## config.mk

```make
export PLATFORM = sky130hd
export DESIGN_NAME = coverage_tracker_flat
export DESIGN_NICKNAME = d
export VERILOG_FILES = /design/src/rtl/coverage_tracker_if.sv /design/src/rtl/coverage_tracker.sv /design/src/flat_wrapper.sv
export SDC_FILE = /design/constraint.sdc
export NUM_CORES = 1
export LEC_CHECK = 0
export CORE_MARGIN = 2
export CORE_UTILIZATION = 35
export CTS_BUF_LIST = sky130_fd_sc_hd__clkbuf_2 sky130_fd_sc_hd__clkbuf_4 sky130_fd_sc_hd__clkbuf_8
export CTS_CLUSTER_DIAMETER = 60
export CTS_CLUSTER_SIZE = 8
export DETAILED_ROUTE_END_ITERATION = 16
export GPL_TIMING_DRIVEN = 0
export PLACE_DENSITY_LB_ADDON = 0.15
export SYNTH_ARGS = -nofsm -noshare
export SYNTH_HDL_FRONTEND = slang
export SYNTH_SLANG_ARGS = --single-unit
```

## constraint.sdc

```tcl
create_clock -name clk -period 8.3 [get_ports clk]
set_input_delay 2.49 -clock clk [delete_from_list [all_inputs] [get_ports clk]]
set_output_delay 2.49 -clock clk [all_outputs]
set_load 0.03 [all_outputs]
```

## src/rtl/coverage_tracker_if.sv

```systemverilog
`default_nettype none
// +------------------------------------------------------------------+
// | coverage_tracker_if : fault-result and status bundle of the      |
// | coverage tracker.                              Rev 1.0           |
// +------------------------------------------------------------------+
interface coverage_tracker_if;
    logic       tv_start;
    logic       fault_valid;
    logic [8:0] fault_idx;
    logic       fault_det;
    logic       tv_done;
    logic       fault_skip;
    logic       busy;
    logic       result_valid;
    logic       keep;
    logic [8:0] ct_count;
    logic [8:0] at_count;
    logic [6:0] coverage_pct;
    logic [5:0] useless_cnt;
    logic       finished;

    modport master (
        output tv_start, fault_valid, fault_idx, fault_det, tv_done,
        input  fault_skip, busy, result_valid, keep, ct_count, at_count,
               coverage_pct, useless_cnt, finished
    );

    modport slave (
        input  tv_start, fault_valid, fault_idx, fault_det, tv_done,
        output fault_skip, busy, result_valid, keep, ct_count, at_count,
               coverage_pct, useless_cnt, finished
    );
endinterface
`default_nettype wire

```

## src/rtl/coverage_tracker.sv

```systemverilog
`default_nettype none
// +------------------------------------------------------------------+
// | coverage_tracker : per-test new-fault counting, accept/reject    |
// | decision, fault dropping and coverage percentage.  Rev 1.0       |
// +------------------------------------------------------------------+
module coverage_tracker #(
    parameter int NUM_FAULTS  = 307,
    parameter int EF_COUNT    = 1,
    parameter int UT_LIMIT    = 50,
    parameter int DESIRED_COV = 95
) (
    input  logic              clk,
    input  logic              reset,
    coverage_tracker_if.slave bus
);
    typedef enum logic [2:0] {
        IDLE    = 3'd0,
        COLLECT = 3'd1,
        MERGE   = 3'd2,
        DIVIDE  = 3'd3,
        REPORT  = 3'd4
    } state_t;

    localparam logic [8:0]  c_num_faults  = 9'(NUM_FAULTS);
    localparam logic [8:0]  c_ef_count    = 9'(EF_COUNT);
    localparam logic [5:0]  c_ut_limit    = 6'(UT_LIMIT);
    localparam logic [16:0] c_target      = 17'(DESIRED_COV * NUM_FAULTS);
    localparam logic [15:0] c_divisor_top = 16'(NUM_FAULTS * 64);

    state_t        r_state;
    state_t        w_next_state;
    logic [NUM_FAULTS:0] r_at_map;
    logic [NUM_FAULTS:0] r_ct_map;
    logic [8:0]    r_ct_count;
    logic [8:0]    r_at_count;
    logic          r_keep;
    logic [6:0]    r_cov;
    logic [5:0]    r_useless;
    logic          r_finished;
    logic [15:0]   r_rem;
    logic [15:0]   r_dvs;
    logic [6:0]    r_quo;
    logic [2:0]    r_step;

    logic          w_in_range;
    logic          w_new_fault;
    logic          w_merge_ok;
    logic [8:0]    w_at_upd;
    logic          w_ge;
    logic          w_cov_hit;

    assign w_in_range  = (bus.fault_idx != 9'd0) && (bus.fault_idx <= c_num_faults);
    assign w_new_fault = bus.fault_valid && bus.fault_det && w_in_range &&
                         !r_at_map[bus.fault_idx] && !r_ct_map[bus.fault_idx];
    assign w_merge_ok  = (r_ct_count >= c_ef_count);
    assign w_at_upd    = w_merge_ok ? (r_at_count + r_ct_count) : r_at_count;
    assign w_ge        = (r_rem >= r_dvs);
    assign w_cov_hit   = ({8'd0, r_at_count} * 17'd100) >= c_target;

    assign bus.fault_skip   = w_in_range && r_at_map[bus.fault_idx];
    assign bus.busy         = (r_state == MERGE) || (r_state == DIVIDE) || (r_state == REPORT);
    assign bus.result_valid = (r_state == REPORT);
    assign bus.keep         = r_keep;
    assign bus.ct_count     = r_ct_count;
    assign bus.at_count     = r_at_count;
    assign bus.coverage_pct = r_cov;
    assign bus.useless_cnt  = r_useless;
    assign bus.finished     = r_finished;

    always_ff @(posedge clk or negedge reset) begin
        if (!reset) begin
            r_state <= IDLE;
        end else begin
            r_state <= w_next_state;
        end
    end

    always_comb begin
        w_next_state = r_state;
        case (r_state)
            IDLE:    if (bus.tv_start && !r_finished) w_next_state = COLLECT;
            COLLECT: if (bus.tv_done) w_next_state = MERGE;
            MERGE:   w_next_state = DIVIDE;
            DIVIDE:  if (r_step == 3'd6) w_next_state = REPORT;
            REPORT:  w_next_state = IDLE;
            default: w_next_state = IDLE;
        endcase
    end

    always_ff @(posedge clk or negedge reset) begin
        if (!reset) begin
            r_at_map   <= '0;
            r_ct_map   <= '0;
            r_ct_count <= '0;
            r_at_count <= '0;
            r_keep     <= 1'b0;
            r_cov      <= '0;
            r_useless  <= '0;
            r_finished <= 1'b0;
            r_rem      <= '0;
            r_dvs      <= '0;
            r_quo      <= '0;
            r_step     <= '0;
        end else begin
            case (r_state)
                IDLE: begin
                    if (bus.tv_start && !r_finished) begin
                        r_ct_map   <= '0;
                        r_ct_count <= '0;
                    end
                end
                COLLECT: begin
                    // tv_done outranks a simultaneous restart, so the last fault still counts
                    if (bus.tv_start && !bus.tv_done) begin
                        r_ct_map   <= '0;
                        r_ct_count <= '0;
                    end else if (w_new_fault) begin
                        r_ct_map[bus.fault_idx] <= 1'b1;
                        r_ct_count              <= r_ct_count + 9'd1;
                    end
                end
                MERGE: begin
                    if (w_merge_ok) begin
                        r_at_map   <= r_at_map | r_ct_map;
                        r_at_count <= w_at_upd;
                        r_keep     <= 1'b1;
                        r_useless  <= '0;
                    end else begin
                        r_keep <= 1'b0;
                        if (r_useless != 6'd63) r_useless <= r_useless + 6'd1;
                    end
                    r_rem  <= 16'(w_at_upd) * 16'd100;
                    r_dvs  <= c_divisor_top;
                    r_quo  <= '0;
                    r_step <= '0;
                end
                DIVIDE: begin
                    // restoring step: divisor pre-shifted by 6, one quotient bit per cycle
                    if (w_ge) r_rem <= r_rem - r_dvs;
                    r_dvs  <= r_dvs >> 1;
                    r_quo  <= {r_quo[5:0], w_ge};
                    r_step <= r_step + 3'd1;
                    if (r_step == 3'd6) begin
                        r_cov      <= {r_quo[5:0], w_ge};
                        r_finished <= r_finished || w_cov_hit || (r_useless >= c_ut_limit);
                    end
                end
                default: begin
                end
            endcase
        end
    end
endmodule
`default_nettype wire

```

## src/flat_wrapper.sv

```systemverilog
// flat-port wrapper written by rule: the top's interface ports become plain ports
module coverage_tracker_flat 
#(
    parameter int NUM_FAULTS  = 307,
    parameter int EF_COUNT    = 1,
    parameter int UT_LIMIT    = 50,
    parameter int DESIRED_COV = 95
)
  (clk, reset, bus_tv_start, bus_fault_valid, bus_fault_idx, bus_fault_det, bus_tv_done, bus_fault_skip, bus_busy, bus_result_valid, bus_keep, bus_ct_count, bus_at_count, bus_coverage_pct, bus_useless_cnt, bus_finished);
  coverage_tracker_if bus_i ();
  input  logic clk;
  input  logic reset;
  input wire logic [$bits(bus_i.tv_start)-1:0] bus_tv_start;
  input wire logic [$bits(bus_i.fault_valid)-1:0] bus_fault_valid;
  input wire logic [$bits(bus_i.fault_idx)-1:0] bus_fault_idx;
  input wire logic [$bits(bus_i.fault_det)-1:0] bus_fault_det;
  input wire logic [$bits(bus_i.tv_done)-1:0] bus_tv_done;
  output wire logic [$bits(bus_i.fault_skip)-1:0] bus_fault_skip;
  output wire logic [$bits(bus_i.busy)-1:0] bus_busy;
  output wire logic [$bits(bus_i.result_valid)-1:0] bus_result_valid;
  output wire logic [$bits(bus_i.keep)-1:0] bus_keep;
  output wire logic [$bits(bus_i.ct_count)-1:0] bus_ct_count;
  output wire logic [$bits(bus_i.at_count)-1:0] bus_at_count;
  output wire logic [$bits(bus_i.coverage_pct)-1:0] bus_coverage_pct;
  output wire logic [$bits(bus_i.useless_cnt)-1:0] bus_useless_cnt;
  output wire logic [$bits(bus_i.finished)-1:0] bus_finished;
  assign bus_i.tv_start = bus_tv_start;
  assign bus_i.fault_valid = bus_fault_valid;
  assign bus_i.fault_idx = bus_fault_idx;
  assign bus_i.fault_det = bus_fault_det;
  assign bus_i.tv_done = bus_tv_done;
  assign bus_fault_skip = bus_i.fault_skip;
  assign bus_busy = bus_i.busy;
  assign bus_result_valid = bus_i.result_valid;
  assign bus_keep = bus_i.keep;
  assign bus_ct_count = bus_i.ct_count;
  assign bus_at_count = bus_i.at_count;
  assign bus_coverage_pct = bus_i.coverage_pct;
  assign bus_useless_cnt = bus_i.useless_cnt;
  assign bus_finished = bus_i.finished;
  coverage_tracker #(.NUM_FAULTS(NUM_FAULTS), .EF_COUNT(EF_COUNT), .UT_LIMIT(UT_LIMIT), .DESIRED_COV(DESIRED_COV)) u_core (.clk(clk), .reset(reset), .bus(bus_i));
endmodule
```

==> results.toml <==
[synthesis]
async_flop_share = 1.00
yosys_warnings = 0
ys.flop_type = "dfrtp_1"
yosysTopAreaCell = "dfrtp_1"
synthTopCellsByArea = "dfrtp_1 (53%), mux4_2 (9.6%), a21o_1 (7.4%)"
synth_cell_types = 63
ys_ff_latch = 692
synth_common_cells = "dfrtp_1 (692), a21o_1 (320), a22o_1 (183)"
synth_top_area_frac = 0.530
syn-num-nets = 2669
synthCells = 2551
synth-seq-area-share = 0.530
synth_most_common_cell = "dfrtp_1"
synth_edf_count = 0
syn_avg_cell_area_sq_um = 12.8
synthesis.area_sq_mm = 0.0327

[timing]
tightest_slew_ns = 1.44
fin_crit_ns = 8.20
finClkSkew_ns = 0.0757
rsz0062_at_grt = "false"
post-route-period-util = 0.988
holdWs_ns = 0.448
slew_headroom = 0.0361
clock.fmax_ghz = 0.122
hold_violations = 0
setup_viol = 0
drv_slew = 0

[grt]
grt_pass1_wl_microns = 173000
gr-total-overflow = 0
track_usage = 0.249
grt_max_degree = 128
grt_pass1_vias = 24700
antenna_found_initial = 3

[flow_run]
cap_violations = 0

[cts]
cts_buffers = 100
cts.sinks = 692
cts_tree = "yes"
clk_pin_slew_ns = 0.06
cts_buffer_depth = 3
clockRootBuffer = "clkbuf_8"
htreeDepth = 3
insertion_delay_ns = 0.77

[route]
drtPass1Iterations = 7
met1_length_microns = 50700
ant_nets = 0
dr.max_layer_used = "met4"
vias_per_cell = 6.02
dr_wl_met2_microns = 53700
post_drt_wl_per_cell_microns = 29.7
initialDrtViolationCount = 2183
drt-total-wl_microns = 118000
drc = 0
vias = 24000
wl_met3_microns = 8010

[place]
placed_cells = 3867
portBuffers = 46
gp_congestion = 0.894
dp_hpwl_microns = 82600

[critical_path]
cp_max_fo = 10
cpMostUsedCell = "buf_2"
slowest_delay_ns = 1.01
start_kind = "primary input"
path_buf_inv = 7
crit_type = "in2reg"
worstPathRequired_ns = 8.97
critical_path_arrival_ns = 8.87
end_kind = "flip-flop"
slowest_stage = "clkbuf_1"
timing.critical_path.cells = "clkbuf_4, buf_2, clkbuf_2, clkbuf_1, mux4_2, a22oi_1, a211oi_1, a211oi_1, nand4_1, or2_1, buf_2, nor2_2, buf_2, buf_2, a22o_1"
critPathTopFamily = "buffers and inverters"

[pwr]
p_comb_frac = 0.284
powerDensity_mw_per_mm2 = 235
cellLeakagePower_nw = 19.2
clockPowerShare = 0.295
intPower_mw = 5.58
swShare = 0.357
power_mw = 8.67
seqPwrFrac = 0.421
ir_worst_vdd_uv = 117
p_sw_mw = 3.09

[floorplanning]
die-width_microns = 309
die_h_microns = 309
rows = 112
design.core.area_sq_mm = 0.0929
io_pins = 51
dieArea_sq_mm = 0.0957
start_util = 0.351

[hold_path]
holdCritPathClass = "reg2reg"

[outcome]
outcome = "completed"

[finish]
instances_no_fill = 3988
area_growth_pct = 13.0
drive_gt1_frac = 0.152
final_nets = 2833
[sequential cells by signal (all words and copies together) (netlist names)]
register                 count
u_core.r_state               3
u_core.bus.coverage_pct      7
u_core.bus.useless_cnt       6
u_core.bus.ct_count          9
u_core.r_ct_map            308
u_core.r_dvs                15
u_core.r_step                3
u_core.bus.keep              1
u_core.bus.finished          1
u_core.r_quo                 6
u_core.r_at_map            308
u_core.r_rem                16
u_core.bus.at_count          9
[cell type report]
class,count,area [sq um]
multi-input cells,1583,14300
clock buffers,109,1460
fillers,8805,56000
well taps,1254,1570
plain buffers,208,1090
inverters,68,255
repair buffers,62,762
diodes,2,5.00
clock inverters,10,150
flip-flops and latches,692,17300
[layer usage]
layer | vias up | global-route usage
met3 | 300 | 0.0514
met1 | 12700 | 0.338
met5 | - | 0
met4 | 0 | 0.113
met2 | 985 | 0.386
li1 | 10000 | -
[stage by stage]
stage               utilization  TNS (ns)  cell area (sq um)  setup WS (ns)
floorplan                     -         0              32700          0.762
CTS                       0.396    -0.168              36800         -0.168
global placement          0.373         -              34700         -25.66
detailed placement        0.377   -361.11              35000          -2.09
global route              0.397         0              36900         0.0612
finish                    0.397         0              36900         0.0991
[repair_timing]
action / 4_1_cts / 5_1_grt
resized for setup: 70 / 28
buffers inserted: 0 / 0
hold buffers: 0 / 0
endpoints found under the setup margin: 309 / 1
[kinds of logic after synthesis]
logic type                 synth area share
AOI/OAI and AO/OA                     0.207
adders and majority gates            0.0418
buffers and inverters                0.0353
muxes                                 0.121
DFF                                   0.530
xor gates and xnor gates             0.0102
and+or+nand+nor                      0.0537
[placed cells by master (no fill, tap or decap), types with 67 or more instances in the layout]
| cell type | count |
|---|---|
| a22o_1 | 183 |
| mux4_2 | 139 |
| nor2_1 | 94 |
| clkbuf_1 | 124 |
| clkbuf_8 | 104 |
| nand2_1 | 84 |
| a21o_1 | 320 |
| dfrtp_1 | 692 |
| inv_1 | 67 |
| ha_1 | 93 |
| a32o_1 | 128 |
[worst paths after layout]
kind                                        start  slack [ns]  cells after the start                  end
max                              bus_fault_idx[1]         0.1                     15  u_core.r_ct_map[53]
min                           u_core.r_at_map[47]        0.45                      1  u_core.r_at_map[47]
max reg2reg                u_core.bus.ct_count[1]        2.31                     21     u_core.r_rem[15]
min reg2reg                   u_core.r_at_map[47]        0.45                      1  u_core.r_at_map[47]
max in group asynchronous                   reset        4.57                      4  u_core.r_at_map[64]
min in group asynchronous                   reset        1.73                      1      u_core.r_rem[9]
[power groups by stage]
stage | Combinational (mW) | Clock (mW) | Sequential, mW
detailed placement | 2.43 | 0 | 3.71
finish | 2.46 | 2.56 | 3.65
floorplan | 1.52 | 0 | 3.75
CTS | 2.46 | 2.61 | 3.65
global placement | 2.38 | 0 | 3.72
global route | 2.71 | 2.75 | 3.67
Power figures use the tool's default switching activity.
